[src/rtl/pwr_toggle_monitor_if.sv]
// Observed shift-register outputs plus the counter read handshake of pwr_toggle_monitor.
interface pwr_toggle_monitor_if #(
    parameter int unsigned CNT_W = 32
);
    logic             ENB;
    logic [1:0]       MODO;
    logic [3:0]       Q;
    logic             S_OUT;
    logic             RD_REQ;
    logic [2:0]       RD_ADDR;
    logic             RD_ACK;
    logic [CNT_W-1:0] RD_DATA;
    logic             ARMED;

    modport master (
        output ENB, MODO, Q, S_OUT, RD_REQ, RD_ADDR,
        input  RD_ACK, RD_DATA, ARMED
    );

    modport slave (
        input  ENB, MODO, Q, S_OUT, RD_REQ, RD_ADDR,
        output RD_ACK, RD_DATA, ARMED
    );
endinterface

[src/rtl/pwr_toggle_monitor.sv]
// Per-mode bit-toggle accumulators (dynamic-power proxy) for the 4-bit universal
// shift register, with saturating counters and a four-phase read port.
module pwr_toggle_monitor #(
    parameter int unsigned CNT_W     = 32,
    parameter bit          CLR_ON_RD = 1'b0
) (
    input  logic                CLK,
    input  logic                RESET,
    pwr_toggle_monitor_if.slave bus
);
    typedef enum logic [1:0] {IDLE, ARM, COUNT} cnt_state_e;
    typedef enum logic [1:0] {R_IDLE, R_ACK, R_WAIT} rd_state_e;

    cnt_state_e       cstate_q, cstate_d;
    rd_state_e        rstate_q, rstate_d;
    logic [3:0]       q_prev_q, q_prev_d;
    logic             s_prev_q, s_prev_d;
    logic [CNT_W-1:0] cnt_q [5];
    logic [CNT_W-1:0] cnt_d [5];
    logic             rd_ack_q, rd_ack_d;
    logic [CNT_W-1:0] rd_data_q, rd_data_d;
    logic             armed_q, armed_d;
    logic [2:0]       toggles;
    logic [CNT_W-1:0] sel_cnt;
    logic             capture;

    function automatic logic [CNT_W-1:0] sat_add(input logic [CNT_W-1:0] a,
                                                 input logic [2:0]       b);
        logic [CNT_W:0] sum;
        sum = {1'b0, a} + (CNT_W+1)'(b);
        return sum[CNT_W] ? '1 : sum[CNT_W-1:0];
    endfunction

    always_comb begin
        cstate_d  = cstate_q;
        rstate_d  = rstate_q;
        q_prev_d  = q_prev_q;
        s_prev_d  = s_prev_q;
        cnt_d     = cnt_q;
        rd_ack_d  = 1'b0;
        rd_data_d = rd_data_q;
        sel_cnt   = '0;
        capture   = (rstate_q == R_IDLE) && bus.RD_REQ;

        toggles = 3'(bus.S_OUT ^ s_prev_q);
        for (int unsigned i = 0; i < 4; i++) begin
            toggles = toggles + 3'(bus.Q[i] ^ q_prev_q[i]);
        end

        for (int unsigned i = 0; i < 5; i++) begin
            if (bus.RD_ADDR == 3'(i)) sel_cnt = cnt_q[i];
        end

        // Clear is applied first so a same-edge increment lands on zero and is kept.
        if (CLR_ON_RD && capture) begin
            for (int unsigned i = 0; i < 5; i++) begin
                if (bus.RD_ADDR == 3'(i)) cnt_d[i] = '0;
            end
        end

        case (cstate_q)
            IDLE: begin
                if (bus.ENB) cstate_d = ARM;
            end
            ARM: begin
                q_prev_d = bus.Q;
                s_prev_d = bus.S_OUT;
                cstate_d = bus.ENB ? COUNT : IDLE;
            end
            COUNT: begin
                if (bus.ENB) begin
                    for (int unsigned i = 0; i < 4; i++) begin
                        if (bus.MODO == 2'(i)) cnt_d[i] = sat_add(cnt_d[i], toggles);
                    end
                    cnt_d[4] = sat_add(cnt_d[4], toggles);
                    q_prev_d = bus.Q;
                    s_prev_d = bus.S_OUT;
                end else begin
                    cstate_d = IDLE;
                end
            end
            default: cstate_d = IDLE;
        endcase
        armed_d = (cstate_d == COUNT);

        case (rstate_q)
            R_IDLE: begin
                if (bus.RD_REQ) begin
                    rstate_d  = R_ACK;
                    rd_ack_d  = 1'b1;
                    rd_data_d = sel_cnt;
                end
            end
            R_ACK:   rstate_d = R_WAIT;
            R_WAIT:  if (!bus.RD_REQ) rstate_d = R_IDLE;
            default: rstate_d = R_IDLE;
        endcase
    end

    always_ff @(posedge CLK) begin
        if (RESET) begin
            cstate_q  <= IDLE;
            rstate_q  <= R_IDLE;
            q_prev_q  <= '0;
            s_prev_q  <= 1'b0;
            cnt_q     <= '{default: '0};
            rd_ack_q  <= 1'b0;
            rd_data_q <= '0;
            armed_q   <= 1'b0;
        end else begin
            cstate_q  <= cstate_d;
            rstate_q  <= rstate_d;
            q_prev_q  <= q_prev_d;
            s_prev_q  <= s_prev_d;
            cnt_q     <= cnt_d;
            rd_ack_q  <= rd_ack_d;
            rd_data_q <= rd_data_d;
            armed_q   <= armed_d;
        end
    end

    assign bus.RD_ACK  = rd_ack_q;
    assign bus.RD_DATA = rd_data_q;
    assign bus.ARMED   = armed_q;
endmodule

[src/flat_wrapper.sv]
// flat-port wrapper written by rule: the top's interface ports become plain ports
module pwr_toggle_monitor_flat 
#(
    parameter int unsigned CNT_W     = 32,
    parameter bit          CLR_ON_RD = 1'b0
)
  (CLK, RESET, bus_ENB, bus_MODO, bus_Q, bus_S_OUT, bus_RD_REQ, bus_RD_ADDR, bus_RD_ACK, bus_RD_DATA, bus_ARMED);
  pwr_toggle_monitor_if #(.CNT_W(CNT_W)) bus_i ();
  input  logic CLK;
  input  logic RESET;
  input wire logic [$bits(bus_i.ENB)-1:0] bus_ENB;
  input wire logic [$bits(bus_i.MODO)-1:0] bus_MODO;
  input wire logic [$bits(bus_i.Q)-1:0] bus_Q;
  input wire logic [$bits(bus_i.S_OUT)-1:0] bus_S_OUT;
  input wire logic [$bits(bus_i.RD_REQ)-1:0] bus_RD_REQ;
  input wire logic [$bits(bus_i.RD_ADDR)-1:0] bus_RD_ADDR;
  output wire logic [$bits(bus_i.RD_ACK)-1:0] bus_RD_ACK;
  output wire logic [$bits(bus_i.RD_DATA)-1:0] bus_RD_DATA;
  output wire logic [$bits(bus_i.ARMED)-1:0] bus_ARMED;
  assign bus_i.ENB = bus_ENB;
  assign bus_i.MODO = bus_MODO;
  assign bus_i.Q = bus_Q;
  assign bus_i.S_OUT = bus_S_OUT;
  assign bus_i.RD_REQ = bus_RD_REQ;
  assign bus_i.RD_ADDR = bus_RD_ADDR;
  assign bus_RD_ACK = bus_i.RD_ACK;
  assign bus_RD_DATA = bus_i.RD_DATA;
  assign bus_ARMED = bus_i.ARMED;
  pwr_toggle_monitor #(.CNT_W(CNT_W), .CLR_ON_RD(CLR_ON_RD)) u_core (.CLK(CLK), .RESET(RESET), .bus(bus_i));
endmodule
[config.mk]
export PLATFORM = sky130hd
export DESIGN_NAME = pwr_toggle_monitor_flat
export DESIGN_NICKNAME = d
export VERILOG_FILES = /design/src/rtl/pwr_toggle_monitor_if.sv /design/src/rtl/pwr_toggle_monitor.sv /design/src/flat_wrapper.sv
export SDC_FILE = /design/constraint.sdc
export NUM_CORES = 1
export LEC_CHECK = 0
export BUFFER_PORTS_ARGS = -buffer_cell sky130_fd_sc_hd__buf_2
export CAP_MARGIN = 10
export CORE_MARGIN = 5
export CORE_UTILIZATION = 55
export CTS_BUF_LIST = sky130_fd_sc_hd__clkbuf_16
export DETAILED_ROUTE_END_ITERATION = 16
export PLACE_DENSITY = 0.72
export SETUP_SLACK_MARGIN = 0.2
export SLEW_MARGIN = 10
export SYNTH_ARGS = -nofsm -noshare
export SYNTH_HDL_FRONTEND = slang
export SYNTH_SLANG_ARGS = --single-unit
[constraint.sdc]
create_clock -name CLK -period 10.2 [get_ports CLK]
set_clock_uncertainty 0.1 [all_clocks]
set_input_delay 2.04 -clock CLK [delete_from_list [all_inputs] [get_ports CLK]]
set_output_delay 2.04 -clock CLK [all_outputs]
set_load 0.02 [all_outputs]
# After elaboration in Yosys (flattened, before gate mapping)
# Index checks and enable logic that the tools add are counted.
[classes] add_sub_neg=9 n_eq_ne=15 muxes=22 bitwise=6 n_reduce_logical=14
[op_table] operator="two-way mux 32 bit" count=10
[op_table] operator="adder 32 x 3 -> 33 bit" count=5
[op_table] operator="adder 3 bit" count=4
[op_table] operator="case mux 2 bit (3 select lines)" count=2
[op_table] operator="AND reduction 3 bit" count=4
[op_table] operator="equality test 2 bit (second input constant)" count=5
[op_table] operator="two-way mux 2 bit" count=5
[op_table] operator="case mux 4 bit (2 select lines)" count=1
[op_table] operator="AND reduction 2 bit" count=4
[op_table] operator="equality test 2 x 1 -> 1 bit (second input constant)" count=3
[op_table] operator="equality test 3 x 2 -> 1 bit (second input constant)" count=2
[op_table] operator="zero test 2 bit" count=3
[op_table] operator="inequality test 2 bit (second input constant)" count=3
[op_table] operator="XOR 1 bit" count=5
[op_table] operator="two-way mux 4 bit" count=1
[op_table] operator="equality test 3 x 1 -> 1 bit (second input constant)" count=1
[op_table] operator="equality test 3 bit (second input constant)" count=1
[op_table] operator="zero test 3 bit" count=1
[op_table] operator="two-way mux 1 bit" count=2
[op_table] operator="case mux 1 bit (2 select lines)" count=1
[op_table] operator="nonzero test 2 bit" count=1
[op_table] operator="OR reduction 2 bit" count=1
[op_table] operator="NOT 1 bit" count=1
[word_totals] reg_bits=203 in_bits=14

# Depth between registers and ports, before layout
[logic_depth] depth_word=7 depth_mapped=15 depth_no_buf=13

# Least setup slack after synthesis
# No wires, ideal clock.
[synth_path] path_kind="input to register" startpoint="input port bus_Q[1]" endpoint="register u_core.cnt_q[158] (netlist name)" setup_ps=116 arrival_time_ps=5555 slack_ps=4429 path_stages=13 path_buffers=0 path_cell_list="xor2_1 -> fa_1 -> inv_1 -> fa_1 -> inv_1 -> ha_1 -> inv_1 -> fa_1 -> nor2b_1 -> o22ai_1 -> or4_4 -> or4_1 -> o211a_1"
[synth_via] elab_chain_cells=6
[synth_rtl] element="start: declaration" line_no="flat_wrapper.sv:13" rtl="input wire logic [$bits(bus_i.Q)-1:0] bus_Q;"
[synth_rtl] element="XOR 1 bit" line_no="pwr_toggle_monitor.sv:47" rtl="toggles = toggles + 3'(bus.Q[i] ^ q_prev_q[i]);"
[synth_rtl] element="adder 3 bit (3 in a row)" line_no="pwr_toggle_monitor.sv:47"
[synth_rtl] element="adder 32 x 3 -> 33 bit" line_no="pwr_toggle_monitor.sv:30" rtl="sum = {1'b0, a} + (CNT_W+1)'(b);"
[synth_rtl] element="two-way mux 32 bit" line_no="pwr_toggle_monitor.sv:31" rtl="return sum[CNT_W] ? '1 : sum[CNT_W-1:0];"
[synth_rtl] element="end signal: assignment" line_no="pwr_toggle_monitor.sv:115" rtl="cnt_q <= cnt_d;"
[synth_rtl] element="end: declaration" line_no="pwr_toggle_monitor.sv:18" rtl="logic [CNT_W-1:0] cnt_q [5];"
# No other way between the ends.
# A chain may end at the register's enable or synchronous reset.

# Worst setup path after layout
[layout_path] startpoint="input port bus_Q[1]" endpoint="register u_core.cnt_q[127] (netlist name)"
# Same word-level chain as after synthesis.

==> flow_metrics.tcl <==
set metrics [dict create \
    r2r_slack_ps 5570 \
    drv_cap 0 \
    internal_power_w 0.00132 \
    rsz0062_at_grt "false" \
    fmax_mhz 169 \
    path_max_fanout 27 \
    clockBufferDepth 3 \
    slew_violations 0 \
    num_antenna_cells 0 \
    antenna_left 0 \
    path_clk_slew_ps 60 \
    synth.area.top_cells "dfxtp_1 36%, xnor2_1 6.1%, mux4_2 5.9%" \
    finalCritPeriodShare_pct 58.2 \
    portBuffers 47 \
    dieArea_um2 23800 \
    worst_setup_path_end_kind "flop" \
    path_class "in -> reg" \
    relSlewSlack_pct 33.0 \
    comb_power_share_pct 8.9 \
    worstSkewPairLatency_ps 510 \
    synth_fp_nets 1318 \
    rows 52 \
    syn2layout_area_growth_pct 8.40 \
    ff2ff_path_depth 14 \
    fin_cells 1555 \
    grt-ovfl-total 0 \
    detail_route.wirelength_um 31600 \
    drtPass1Iterations 6 \
    drtIter0Drc 935 \
    setup_violations 0 \
    ys_warn_count 0 \
    cts.sinks 203 \
    start_kind "input port" \
    viasPerCell 6.58 \
    fin_setup_tns_ps 0 \
    yosys.cell_types.count 80 \
    synth_edf_count 0 \
    die_y_um 154 \
    ctsHoldBuffers 0 \
    power_frac_clock_pct 44.7 \
    hold_viol 0 \
    clockRootBuffer "clkbuf_16" \
    grt_pass1_vias 9275 \
    period_needed_ps 5930 \
    grt_max_degree 118 \
    tightest_slew_ps 1000 \
    fin_nets 1304 \
    startpoint "bus_Q[1]" \
    core_region_area_um2 20400 \
    antenna_found_initial 1 \
    chipWidth_um 154 \
    vdd_drop_max_v 0.0000872 \
    crit_path_end "u_core.cnt_q[127]$_SDFFE_PP0P_" \
    hpwlAfterDp_um 22300 \
    r2r_start "u_core.q_prev_q[1]$_SDFFE_PP0P_" \
    fin_util_pct 60.8 \
    ys_seq_area_share_pct 35.6 \
    seqPwrFrac_pct 46.4 \
    ys_ff_latch 203 \
    multi_input_area_um2 6840 \
    postSynthCellCount 1285 \
    gp_congestion 0.969 \
    power_density_nw_per_um2 141 \
    p_sw_share_pct 24.8 \
    synth_top_area_share_pct 35.6 \
    initial_utilization_pct 56.1 \
    cts_resized 0 \
    required_ps 10510 \
    cts_tree "yes" \
    route.vias.total 10226 \
    critical_path_arrival_ps 6240 \
    grt_usage_pct 26.0 \
    worst_hold_path_type "reg -> reg" \
    placed_cells 1516 \
    ys.flop_type "dfxtp_1" \
    nFillCells 1770 \
    grt_first_pass_wirelength_um 51100 \
    power_switching_w 0.000434 \
    regArea_um2 4060 \
    drc 0 \
    io_pins 48 \
    post_cts_buffers 0 \
    routedWlPerCell_um 20.3 \
    syn_area_um2 11400 \
    async_reset_ff_share_pct 0 \
    avgSynthCellArea_um2 8.89 \
    htreeDepth 1 \
    power_leakage_nw 3.91 \
    status "complete, no violations" \
    synth_top_area_cell "dfxtp_1" \
    final_layout_size_suffix_gt1_share_pct 10.9 \
    r2r-end "u_core.cnt_q[127]$_SDFFE_PP0P_" \
    cts_buffers 23 \
]
area by class of cell:
| class | instances | share of cell area [%] |
|---|---|---|
| clock inverter | 16 | 0.990 |
| inverter | 40 | 1.21 |
| tap | 270 | 2.73 |
| timing repair buffer | 55 | 2.43 |
| clock buffer | 23 | 4.65 |
| sequential | 203 | 32.8 |
| multi-input combinational | 948 | 55.2 |
metrics by stage:
step | hold slack, ps | setup slack, ps | instance area (um^2) | total power, W
global placement | 380 | 3910 | 11700 | 0.000983
finish | 392 | 4270 | 12400 | 0.00175
global route | 412 | 3850 | 12400 | 0.00181
detailed placement | 388 | 3810 | 11700 | 0.000984
CTS | 395 | 4310 | 12400 | 0.00176
floorplan | 353 | 4430 | 11400 | 0.000945
cell families (layout without fill, tap and decap cells):
logic type                 after synthesis  in the layout  synth area share, %
AOI/OAI and AO/OA                      357            357                 21.0
muxes                                   44             44                 7.28
adders and majority gates               19             19                 2.54
buffers and inverters                  134            134                 4.71
xor gates and xnor gates                92             92                 7.05
DFF                                    203            203                 35.6
and+or+nand+nor                        436            436                 21.9
Yosys cell counts (all sizes together) (3+ instances only):
cell     count
dfxtp      203
a21oi      107
xnor2       80
nor2        72
clkbuf      70
nand2       68
nand3       60
a211oi      57
a2111oi     40
inv         39
nand4       38
o21ai       36
a31oi       35
nor3        33
a22oi       31
mux4        31
and3        29
and4        28
buf         24
or3         19
nor4        18
and2        13
mux2i       13
ha          12
xor2        12
nor2b       11
a311oi       9
or4          9
a211o        7
fa           7
nor3b        7
nand2b       6
nor4b        6
o22ai        5
a21o         4
o31ai        4
a41oi        3
nand3b       3
o211a        3
o211ai       3
or3b         3
cells in the final DEF, fill, tap and decap left out, types with 27 or more instances in the layout:
cell / n
nand4_1: 36
o21ai_0: 35
buf_2: 46
a211oi_1: 57
a21oi_1: 107
a31oi_1: 35
mux4_2: 30
and4_1: 28
nor3_1: 31
a2111oi_0: 37
dfxtp_1: 203
nor2_1: 72
a22oi_1: 31
inv_1: 46
nand3_1: 58
and3_1: 27
xnor2_1: 80
nand2_1: 65
critical path, stage by stage:
cell and delay (ps):
buf_2 110, xor2_1 150, fa_1 540, inv_1 50, fa_1 400, inv_1 90, ha_1 250, inv_1 230
fa_1 500, nor3b_1 200, a21oi_1 80, buf_4 200, nor3_1 300, nand2_1 680, o21ai_0 400
power by group through the flow:
| stage | registers, W | clock network (W) | logic, W |
|---|---|---|---|
| finish | 0.000812 | 0.000782 | 0.000155 |
| global route | 0.000813 | 0.000827 | 0.000172 |
| detailed placement | 0.000830 | 0 | 0.000155 |
| CTS | 0.000812 | 0.000793 | 0.000155 |
| floorplan | 0.000842 | 0 | 0.000103 |
| global placement | 0.000829 | 0 | 0.000153 |
metal layers:
| layer | vias to the layer above | share of wire [%] | track usage [%] |
|---|---|---|---|
| met5 | - | 0 | 0 |
| met4 | 0 | 3.4 | 9.21 |
| met3 | 57 | 9.0 | 5.12 |
| met2 | 435 | 44 | 39.7 |
| met1 | 4844 | 44 | 36.7 |
| li1 | 4890 | - | - |
sequential cells by signal (all words and copies together) (netlist names):
register            count
u_core.rstate_q         2
u_core.bus.ARMED        1
u_core.bus.RD_DATA     32
u_core.bus.RD_ACK       1
u_core.cstate_q         2
u_core.q_prev_q         4
u_core.cnt_q          160
u_core.s_prev_q         1
how the worst min path moves through the flow:
stage	startpoint	to	slack [ps]	cells after the start
finish	u_core.bus.RD_DATA[25]$_SDFFE_PP0P_	u_core.bus.RD_DATA[25]$_SDFFE_PP0P_	390	2
global route	u_core.bus.RD_DATA[8]$_SDFFE_PP0P_	u_core.bus.RD_DATA[8]$_SDFFE_PP0P_	410	2
CTS	u_core.bus.RD_DATA[27]$_SDFFE_PP0P_	u_core.bus.RD_DATA[27]$_SDFFE_PP0P_	400	2
detailed placement	u_core.bus.RD_DATA[27]$_SDFFE_PP0P_	u_core.bus.RD_DATA[27]$_SDFFE_PP0P_	390	2
global placement	u_core.rstate_q[0]$_SDFFE_PP0P_	u_core.rstate_q[1]$_SDFFE_PP0P_	380	2
floorplan	u_core.cnt_q[90]$_SDFFE_PP0P_	u_core.cnt_q[90]$_SDFFE_PP0P_	350	2
Power figures use the tool's default switching activity.
